[config.mk]
export PLATFORM = sky130hd
export DESIGN_NAME = mem_port_arb
export DESIGN_NICKNAME = d
export VERILOG_FILES = /design/src/rtl/mem_port_arb.sv
export SDC_FILE = /design/constraint.sdc
export NUM_CORES = 1
export LEC_CHECK = 0
export CAP_MARGIN = 15
export CORE_AREA = 2 2 107 109
export CTS_BUF_LIST = sky130_fd_sc_hd__clkbuf_16
export CTS_CLUSTER_DIAMETER = 60
export CTS_CLUSTER_SIZE = 8
export DETAILED_ROUTE_END_ITERATION = 10
export DIE_AREA = 0 0 109 111
export HOLD_SLACK_MARGIN = 0.02
export PLACE_DENSITY_LB_ADDON = 0.3
export SLEW_MARGIN = 5
export SYNTH_ARGS = -nofsm -noshare
export SYNTH_HDL_FRONTEND = slang
export SYNTH_SLANG_ARGS = --single-unit
[constraint.sdc]
create_clock -name clk -period 4.4 [get_ports clk]
set_clock_uncertainty 0.2 [all_clocks]
set_input_delay 0.88 -clock clk [delete_from_list [all_inputs] [get_ports clk]]
set_output_delay 0.88 -clock clk [all_outputs]
set_load 0.1 [all_outputs]
[src/rtl/mem_port_arb.sv]
// rtl/mem_port_arb.sv - Arbitrates fetch and MEM-stage accesses onto one shared memory port.
module mem_port_arb #(
    parameter int STARVE_MAX = 4
) (
    input  logic        clk,
    input  logic        rst,
    input  logic        if_req,
    input  logic [15:0] if_addr,
    output logic [31:0] if_rdata,
    output logic        if_ack,
    input  logic        mem_req,
    input  logic        mem_we,
    input  logic [15:0] mem_addr,
    input  logic [31:0] mem_wdata,
    output logic [31:0] mem_rdata,
    output logic        mem_ack,
    output logic        dm_cs,
    output logic        dm_we,
    output logic [15:0] dm_addr,
    output logic [31:0] dm_wdata,
    input  logic [31:0] dm_rdata,
    input  logic        dm_ready,
    output logic        stall_if,
    output logic        stall_mem
);

    typedef enum logic [1:0] {
        IDLE    = 2'd0,
        GNT_IF  = 2'd1,
        GNT_MEM = 2'd2
    } state_t;

    state_t      state, state_n;
    logic [2:0]  starve_cnt, starve_n;
    logic        dm_cs_n, dm_we_n, if_ack_n, mem_ack_n;
    logic [15:0] dm_addr_n;
    logic [31:0] dm_wdata_n, if_rdata_n, mem_rdata_n;
    logic        if_valid, mem_valid, if_wins;

    // A requester that is being acked this cycle may still show req; it is not a new request.
    assign if_valid  = if_req & ~if_ack;
    assign mem_valid = mem_req & ~mem_ack;
    assign if_wins   = if_valid & (~mem_valid | (starve_cnt == 3'(STARVE_MAX)));

    assign stall_if  = rst & if_req & ~if_ack;
    assign stall_mem = rst & mem_req & ~mem_ack;

    always_comb begin
        state_n     = state;
        starve_n    = starve_cnt;
        dm_cs_n     = dm_cs;
        dm_we_n     = dm_we;
        dm_addr_n   = dm_addr;
        dm_wdata_n  = dm_wdata;
        if_rdata_n  = if_rdata;
        mem_rdata_n = mem_rdata;
        if_ack_n    = 1'b0;
        mem_ack_n   = 1'b0;
        case (state)
            IDLE: begin
                if (if_wins) begin
                    state_n    = GNT_IF;
                    dm_cs_n    = 1'b1;
                    dm_we_n    = 1'b0;
                    dm_addr_n  = if_addr;
                    dm_wdata_n = 32'd0;
                    starve_n   = 3'd0;
                end else if (mem_valid) begin
                    state_n    = GNT_MEM;
                    dm_cs_n    = 1'b1;
                    dm_we_n    = mem_we;
                    dm_addr_n  = mem_addr;
                    dm_wdata_n = mem_wdata;
                    if (if_valid && (starve_cnt < 3'(STARVE_MAX)))
                        starve_n = starve_cnt + 3'd1;
                end
            end
            GNT_IF: begin
                if (dm_ready) begin
                    state_n    = IDLE;
                    dm_cs_n    = 1'b0;
                    if_ack_n   = 1'b1;
                    if_rdata_n = dm_rdata;
                end
            end
            GNT_MEM: begin
                if (dm_ready) begin
                    state_n   = IDLE;
                    dm_cs_n   = 1'b0;
                    mem_ack_n = 1'b1;
                    if (!dm_we)
                        mem_rdata_n = dm_rdata;
                end
            end
            default: state_n = IDLE;
        endcase
    end

    always_ff @(posedge clk or negedge rst) begin
        if (!rst) begin
            state      <= IDLE;
            starve_cnt <= 3'd0;
            dm_cs      <= 1'b0;
            dm_we      <= 1'b0;
            dm_addr    <= 16'd0;
            dm_wdata   <= 32'd0;
            if_rdata   <= 32'd0;
            mem_rdata  <= 32'd0;
            if_ack     <= 1'b0;
            mem_ack    <= 1'b0;
        end else begin
            state      <= state_n;
            starve_cnt <= starve_n;
            dm_cs      <= dm_cs_n;
            dm_we      <= dm_we_n;
            dm_addr    <= dm_addr_n;
            dm_wdata   <= dm_wdata_n;
            if_rdata   <= if_rdata_n;
            mem_rdata  <= mem_rdata_n;
            if_ack     <= if_ack_n;
            mem_ack    <= mem_ack_n;
        end
    end

endmodule

### Yosys cells after proc, flatten, opt, wreduce, memory -nomap -nowiden

Cells that the tools add are included.

| cells by class | value |
|---|---|
| bitwise gates (word level) | 12 |
| mux-type cells | 20 |
| add/subtract/negate cells | 1 |
| reductions and logical operators | 12 |
| equal/unequal tests | 5 |
| magnitude comparators | 1 |

Operators by type and width:

| cell | number |
|---|---|
| $mux 32 | 2 |
| $mux 16 | 2 |
| $mux 3 | 3 |
| $reduce_and 3->1 | 3 |
| $mux 1 | 8 |
| $and 1x1->1 | 7 |
| $mux 2 | 3 |
| $reduce_and 2->1 | 3 |
| $reduce_bool 2->1 | 3 |
| $not 1->1 | 4 |
| $pmux 2 s2 | 1 |
| $add 3x1->3 const B | 1 |
| $eq 3x3->1 const B | 1 |
| $lt 3x3->1 const B | 1 |
| $ne 3x3->1 const B | 1 |
| $eq 2x1->1 const B | 1 |
| $eq 2x2->1 const B | 1 |
| $logic_not 2->1 | 1 |
| $ne 2x1->1 const B | 1 |
| $pmux 1 s2 | 1 |
| $reduce_or 2->1 | 1 |
| $logic_and 1x1->1 | 1 |
| $or 1x1->1 | 1 |

| storage, ports and cells | value |
|---|---|
| flip-flop bits (word level) | 121 |
| input port bits | 102 |

### Logic depth before layout (Yosys ltp)

Gate-level depths: netlist of the first run.

| logic depth | value |
|---|---|
| depth after elaboration | 7 |
| gate-level depth with buffers | 8 |
| mapped depth without buffers | 6 |

### Worst setup path after synthesis of the first run

Ideal clock, no wire load.

| timing path | value |
|---|---|
| path type | register to output |
| from | register mem_ack |
| to | output port stall_mem |
| path buffers | 0 |
| required time | 3.320 ns |
| arrival time | 1.922 ns |
| slack | 1.398 ns |
| stages on the path, launching flop included | 3 |
| cells stage by stage | dfrtp_1 > and2b_4 > and2_1 |

| on the way | value |
|---|---|
| word-level cells in the longest chain between the ends | 2 |

Ends and longest elaborated chain:

| element | RTL line | source |
|---|---|---|
| start: declaration | 16 | `output logic mem_ack,` |
| start signal: assignment | 121 | `mem_ack <= mem_ack_n;` |
| $not 1->1 | 46 | `assign stall_mem = rst & mem_req & ~mem_ack;` |
| $and 1x1->1 | 46 |  |
| end: declaration | 24 | `output logic stall_mem` |

Every way passes these cells.

### Worst setup path in the final report of the first run

| timing path | value |
|---|---|
| from | input port if_req |
| to | output port stall_if |

| on the way | value |
|---|---|
| word-level cells in the longest chain between the ends | 2 |

Ends and longest elaborated chain:

| element | RTL line | source |
|---|---|---|
| start: declaration | 7 | `input logic if_req,` |
| $and 1x1->1 (2 in series) | 45 | `assign stall_if = rst & if_req & ~if_ack;` |
| end: declaration | 23 | `output logic stall_if,` |

Every way passes these cells.

==> results.md, run 1 <==
* DRT Wirelength at 12100 um
* Vias in the first global route at 3965
* Critical Path End Type: output port
* Relative slew slack at 0.314
* Vias after detailed routing at 3637
* Htree depth at 4
* Max Freq at between 300 and 400 MHz
* Worst-Margin Slew at about 1.0 ns
* Fin crit period at 3.14 ns
* Final setup viols at 0
* Total track usage at 0.207
* Initial antenna violation count at 0
* Synth Warn # at 0
* Share of the synthesized area in the top cell type at 0.630
* Port Buf Inserts at about 220
* Syn Area/Cell at 13.9 um2
* Most used DFF post-synth: dfrtp_1
* Top sig layer: met4
* CP Class: in2out
* Mapped Area at between 0.004 and 0.005 mm2
* Async SR Flop Fraction at 1.00
* Ant. Diodes at 0
* Slowest stage delay, CP at between 0.4 and 0.5 ns
* Final setup TNS at 0 ns
* Critical path's slowest cell: clkdlybuf4s50_1
* Crit-path max FO at 8
* CTS clk-pin slew, worst paths at 0.06 ns
* Max Cap Viol at 0
* Hold Path Class: in2async
* R2r endpoint: dm_wdata[14]
* WL met3 at roughly 1400 um
* Status: complete, no violations
* Clk sinks at 121
* Die width at 109 um
* Die Footprint at 0.0121 mm2
* Max clock buf depth at 2
* Final period util at 0.713
* Die Ht at about 110 um
* RSZ-0062 raised after global routing: false
* Post-CTS Setup Inserts at 0
* Final #Nets at approximately 680
* Avg Vias per Cell at 5.03
* CTS Hold Bufs at 0
* CTS tree: done
* Required time worst endpoint at 3.32 ns
* Row Count at 39
* Core area at roughly 0.011 mm2
* Number of remaining DRC errors at 0
* GP Congestion at 0.770
* Filler instances at approximately 820
* R2R Setup Slk at 2.12 ns
* Clock root buffer: clkbuf_16
* Routed Antenna Nets at 0
* CTS Buf Count at 17
* Largest net degree at the start of global routing at 63
* Metal2 WL at 5690 um
* Fraction of layout cells with a size suffix above 1 at 0.178
* Mapped Cells at 345
* Arr. time, crit path at 2.06 ns
* Distinct cell type count after synthesis at 28
* Most frequent cells in the layout: clkdlybuf4s50_1, dfrtp_1, mux2_2
* Hold violation count in the final report at 0
* Critical path cell sequence: clkdlybuf4s50_1 -> nor2b_4 -> and2_1 -> buf_4
* First-pass GRT wire length at 19400 um
* 1st-pass router iterations at 4
* WL per Instance at 16.8 um
* Initial core utilization at 0.434
* I/O pin total at 220
* CP Launch Type: primary input
* #FFs+latches synth at 121
* WL met1 at 4810 um
* Post-synth EDFFs at 0
* Worst-skew pair later-pin latency at 0.40 ns
* Post-CTS resize count at 0
* Most common cell after layout, fill and taps aside: clkdlybuf4s50_1
* Synth area leaders: dfrtp_1, mux2_2, a22o_1
* Most area-hungry cell type in the Yosys netlist: dfrtp_1
* FF-to-FF Start: starve_cnt[0]
* R2R cell count at 6
* Area grow syn2layout at 58.5%
* DP HPWL at about 8500 um
* Post-synthesis sequential area ratio at 0.630
* Syn_nets at between 400 and 500
* DR iter-0 viols at 170
* Total gr overflow at 0
* Slew Viols, Final at 0
==> synth_stat cells (2+ instances only) <==
master	count
o21a_1	2
mux2_2	59
buf_6	8
o21ai_0	2
inv_1	7
o22ai_1	2
buf_2	7
buf_4	5
a21oi_1	34
a22o_1	33
o31ai_1	2
and2_1	4
mux2_1	5
nand2_1	21
nor2_1	16
dfrtp_1	121
ha_1	6
==> state kept, by name (all words and copies together), names as in the netlist <==
signal,count
mem_rdata,32
dm_wdata,32
if_ack,1
starve_cnt,3
dm_we,1
dm_cs,1
state,2
if_rdata,32
dm_addr,16
mem_ack,1
==> worst max-delay path, delay by kind of cell <==
kind          cells  cell delay, ns
buf+inv           2            0.74
simple gates      2            0.43
==> stage by stage <==
stage / util / instance area (um2) / instances / hold slack, ns / setup slack, ns
detailed placement: 0.636 / 7040 / 691 / 0.285 / 1.26
global route: 0.688 / 7620 / 723 / 0.144 / 1.21
floorplan: - / 4810 / 345 / 0.275 / 1.40
global placement: 0.636 / 7040 / 691 / 0.275 / 1.28
finish: 0.688 / 7620 / 723 / 0.152 / 1.26
CTS: 0.688 / 7620 / 723 / 0.143 / 1.26
==> worst max-delay path by stage <==
stage                 start            to  cells after the start
floorplan           mem_ack     stall_mem                      2
global route         if_req      stall_if                      4
finish               if_req      stall_if                      4
detailed placement   if_req  dm_wdata[14]                      5
CTS                  if_req      stall_if                      4
global placement     if_req      stall_if                      4
==> layout make-up <==
class	instances	area [um2]	share of cell area
Inverter	7	26.3	0.00345
Multi-Input combinational cell	197	1590	0.209
Timing Repair Buffer	223	2210	0.291
Tap cell	143	179	0.0235
Sequential cell	121	3030	0.397
Clock inverter	15	153	0.0200
Clock buffer	17	425	0.0558
==> cells by family (layout without fill, tap and decap cells) <==
group                    Yosys count  count (layout)  share of synthesized area
flip-flops                       121             121                      0.630
AO/OA/AOI/OAI                     80              80                      0.116
multiplexers                      64              64                      0.150
AND/OR/NAND/NOR                   47              47                     0.0489
buffers and inverters             27             262                     0.0393
adder cells (fa/ha/maj)            6               6                     0.0156
==> per-layer routing <==
layer	track usage	vias to the layer above
met5	0	-
met4	0.0718	0
met3	0.0999	19
met2	0.329	159
met1	0.242	1791
li1	-	1668
Power of run 1 is not shown: default switching activity piles up to over one toggle a cycle in this logic, so the estimate is an artifact.
==> run 2: changes to the inputs <==
--- a/config.mk
+++ b/config.mk
@@ -6,12 +6,12 @@
 export NUM_CORES = 1
 export LEC_CHECK = 0
 export CAP_MARGIN = 15
-export CORE_AREA = 2 2 107 109
+export CORE_AREA = 2 2 112 114
 export CTS_BUF_LIST = sky130_fd_sc_hd__clkbuf_16
 export CTS_CLUSTER_DIAMETER = 60
 export CTS_CLUSTER_SIZE = 8
 export DETAILED_ROUTE_END_ITERATION = 10
-export DIE_AREA = 0 0 109 111
+export DIE_AREA = 0 0 114 116
 export HOLD_SLACK_MARGIN = 0.02
 export PLACE_DENSITY_LB_ADDON = 0.3
 export SLEW_MARGIN = 5
==> constraint.sdc (replaced) <==
create_clock -name clk -period 2.91 [get_ports clk]
set_clock_uncertainty 0.2 [all_clocks]
set_input_delay 0.582 -clock clk [delete_from_list [all_inputs] [get_ports clk]]
set_output_delay 0.582 -clock clk [all_outputs]
set_load 0.1 [all_outputs]
==> run 2 against run 1 <==
- setup slack got worse by 0.85 ns
- register-to-register slack got worse by 1.2 ns
- core utilization fell by 6.4 points
- global-route usage fell by 1.5 points
- non-clock buffer count rose by 4
- critical endpoint unchanged
- die area rose by 9.3%
- worst hold slack improved by 0.14 ns
- first-iteration DRC count fell by 14%
- via count fell by 0.80%
- cell area fell by 2.5%
==> results.md, run 2 (synthesized netlist as in run 1, its figures left out) <==
* Die width at 114 um
* Initial core utilization at 0.404
* Clock root buffer: clkbuf_16
* Most frequent cells in the layout: buf_4, dfrtp_1, clkdlybuf4s50_1
* WL per Instance at 16.8 um
* Fraction of layout cells with a size suffix above 1 at 0.370
* Worst-skew pair later-pin latency at 0.40 ns
* Max clock buf depth at 2
* Final period util at 0.857
* Final setup TNS at 0 ns
* Max Freq at 401 MHz
* Relative slew slack at 0.459
* CTS clk-pin slew, worst paths at 0.05 ns
* Routed Antenna Nets at 0
* Arr. time, crit path at 1.71 ns
* Post-CTS Setup Inserts at 0
* Fin crit period at between 2 and 2.5 ns
* Row Count at 40
* DRT Wirelength at 12300 um
* CTS Buf Count at 17
* CP Launch Type: primary input
* Hold violation count in the final report at 0
* Sequential Area at 0.00303 mm2
* Setup slack after layout at between 0.4 and 0.5 ns
* Critical Path End Type: output port
* Core area at about 0.012 mm2
* Vias after detailed routing at 3608
* DR iter-0 viols at 146
* Worst-Margin Slew at ~0.81 ns
* Status: complete, no violations
* RSZ-0062 raised after global routing: false
* GP Congestion at 0.775
* CP Class: in2out
* Filler instances at 955
* 1st-pass router iterations at 4
* Total gr overflow at 0
* Biggest regs: dm_wdata x32, if_rdata x32, mem_rdata x32
* Most common cell after layout, fill and taps aside: buf_4
* Port Buf Inserts at between 200 and 250
* Ant. Diodes at 0
* Die Ht at 116 um
* Die Footprint at 0.0132 mm2
* CTS tree: done
* I/O pin total at between 200 and 250
* Final setup viols at 0
* Clk sinks at 121
* Vias in the first global route at 3855
* First-pass GRT wire length at about 19000 um
* Slew Viols, Final at 0
* R2R Setup Slk at 0.93 ns
* Hold Slack at ~0.29 ns
* Avg Vias per Cell at 4.94
* Multi-input gate area at 0.00159 mm2
* Max Cap Viol at 0
* Required time worst endpoint at 2.13 ns
* Place WS at roughly 0.42 ns
* Number of remaining DRC errors at 0
* Area grow syn2layout at 54.5%
* Hold Path Class: reg2reg
* Htree depth at 4
* DP HPWL at 8770 um
* Final #Nets at 679
* Largest net degree at the start of global routing at 63
* Total track usage at 0.192
* Crit-path max FO at 11
* Initial antenna violation count at 0
## run 2: layer usage
layer	vias up	track usage	wire length (um)
met5	-	0	0
met4	0	0.0748	149
met3	13	0.0863	1100
met2	152	0.324	6240
met1	1774	0.214	4790
li1	1669	-	-
## run 2: what timing repair did
item                                   4_1_cts  5_1_grt
endpoints found under the hold margin        7        0
gates resized for setup                      0        0
hold buffers                                 1        0
## run 2: path summary, 6_finish.rpt
path,startpoint,depth (start not counted),end
min,mem_rdata[9],1,mem_rdata[9]
max in group asynchronous,rst,3,dm_addr[10]
max reg2reg,starve_cnt[0],6,dm_addr[15]
min in group asynchronous,rst,2,dm_addr[5]
max,rst,4,stall_if
min reg2reg,mem_rdata[9],1,mem_rdata[9]
## run 2: cell type report
class / instances / share of cell area
Sequential cell: 121 / 0.408
Inverter: 7 / 0.00354
Multi-Input combinational cell: 197 / 0.214
Clock inverter: 14 / 0.0222
Timing Repair Buffer: 227 / 0.270
Clock buffer: 17 / 0.0573
Tap cell: 147 / 0.0248
## run 2: stage by stage
stage / cell area, um2 / utilization / std cells
floorplan: 4810 / - / 345
global placement: 6830 / 0.573 / 698
detailed placement: 6830 / 0.573 / 698
CTS: 7430 / 0.624 / 730
global route: 7430 / 0.624 / 730
finish: 7430 / 0.624 / 730
## run 2: critical path: stages
cell and delay [ns]:
dlygate4sd3_1 0.53, buf_4 0.21, and2_1 0.20, buf_12 0.18
Power of run 2 is left out for the same reason.
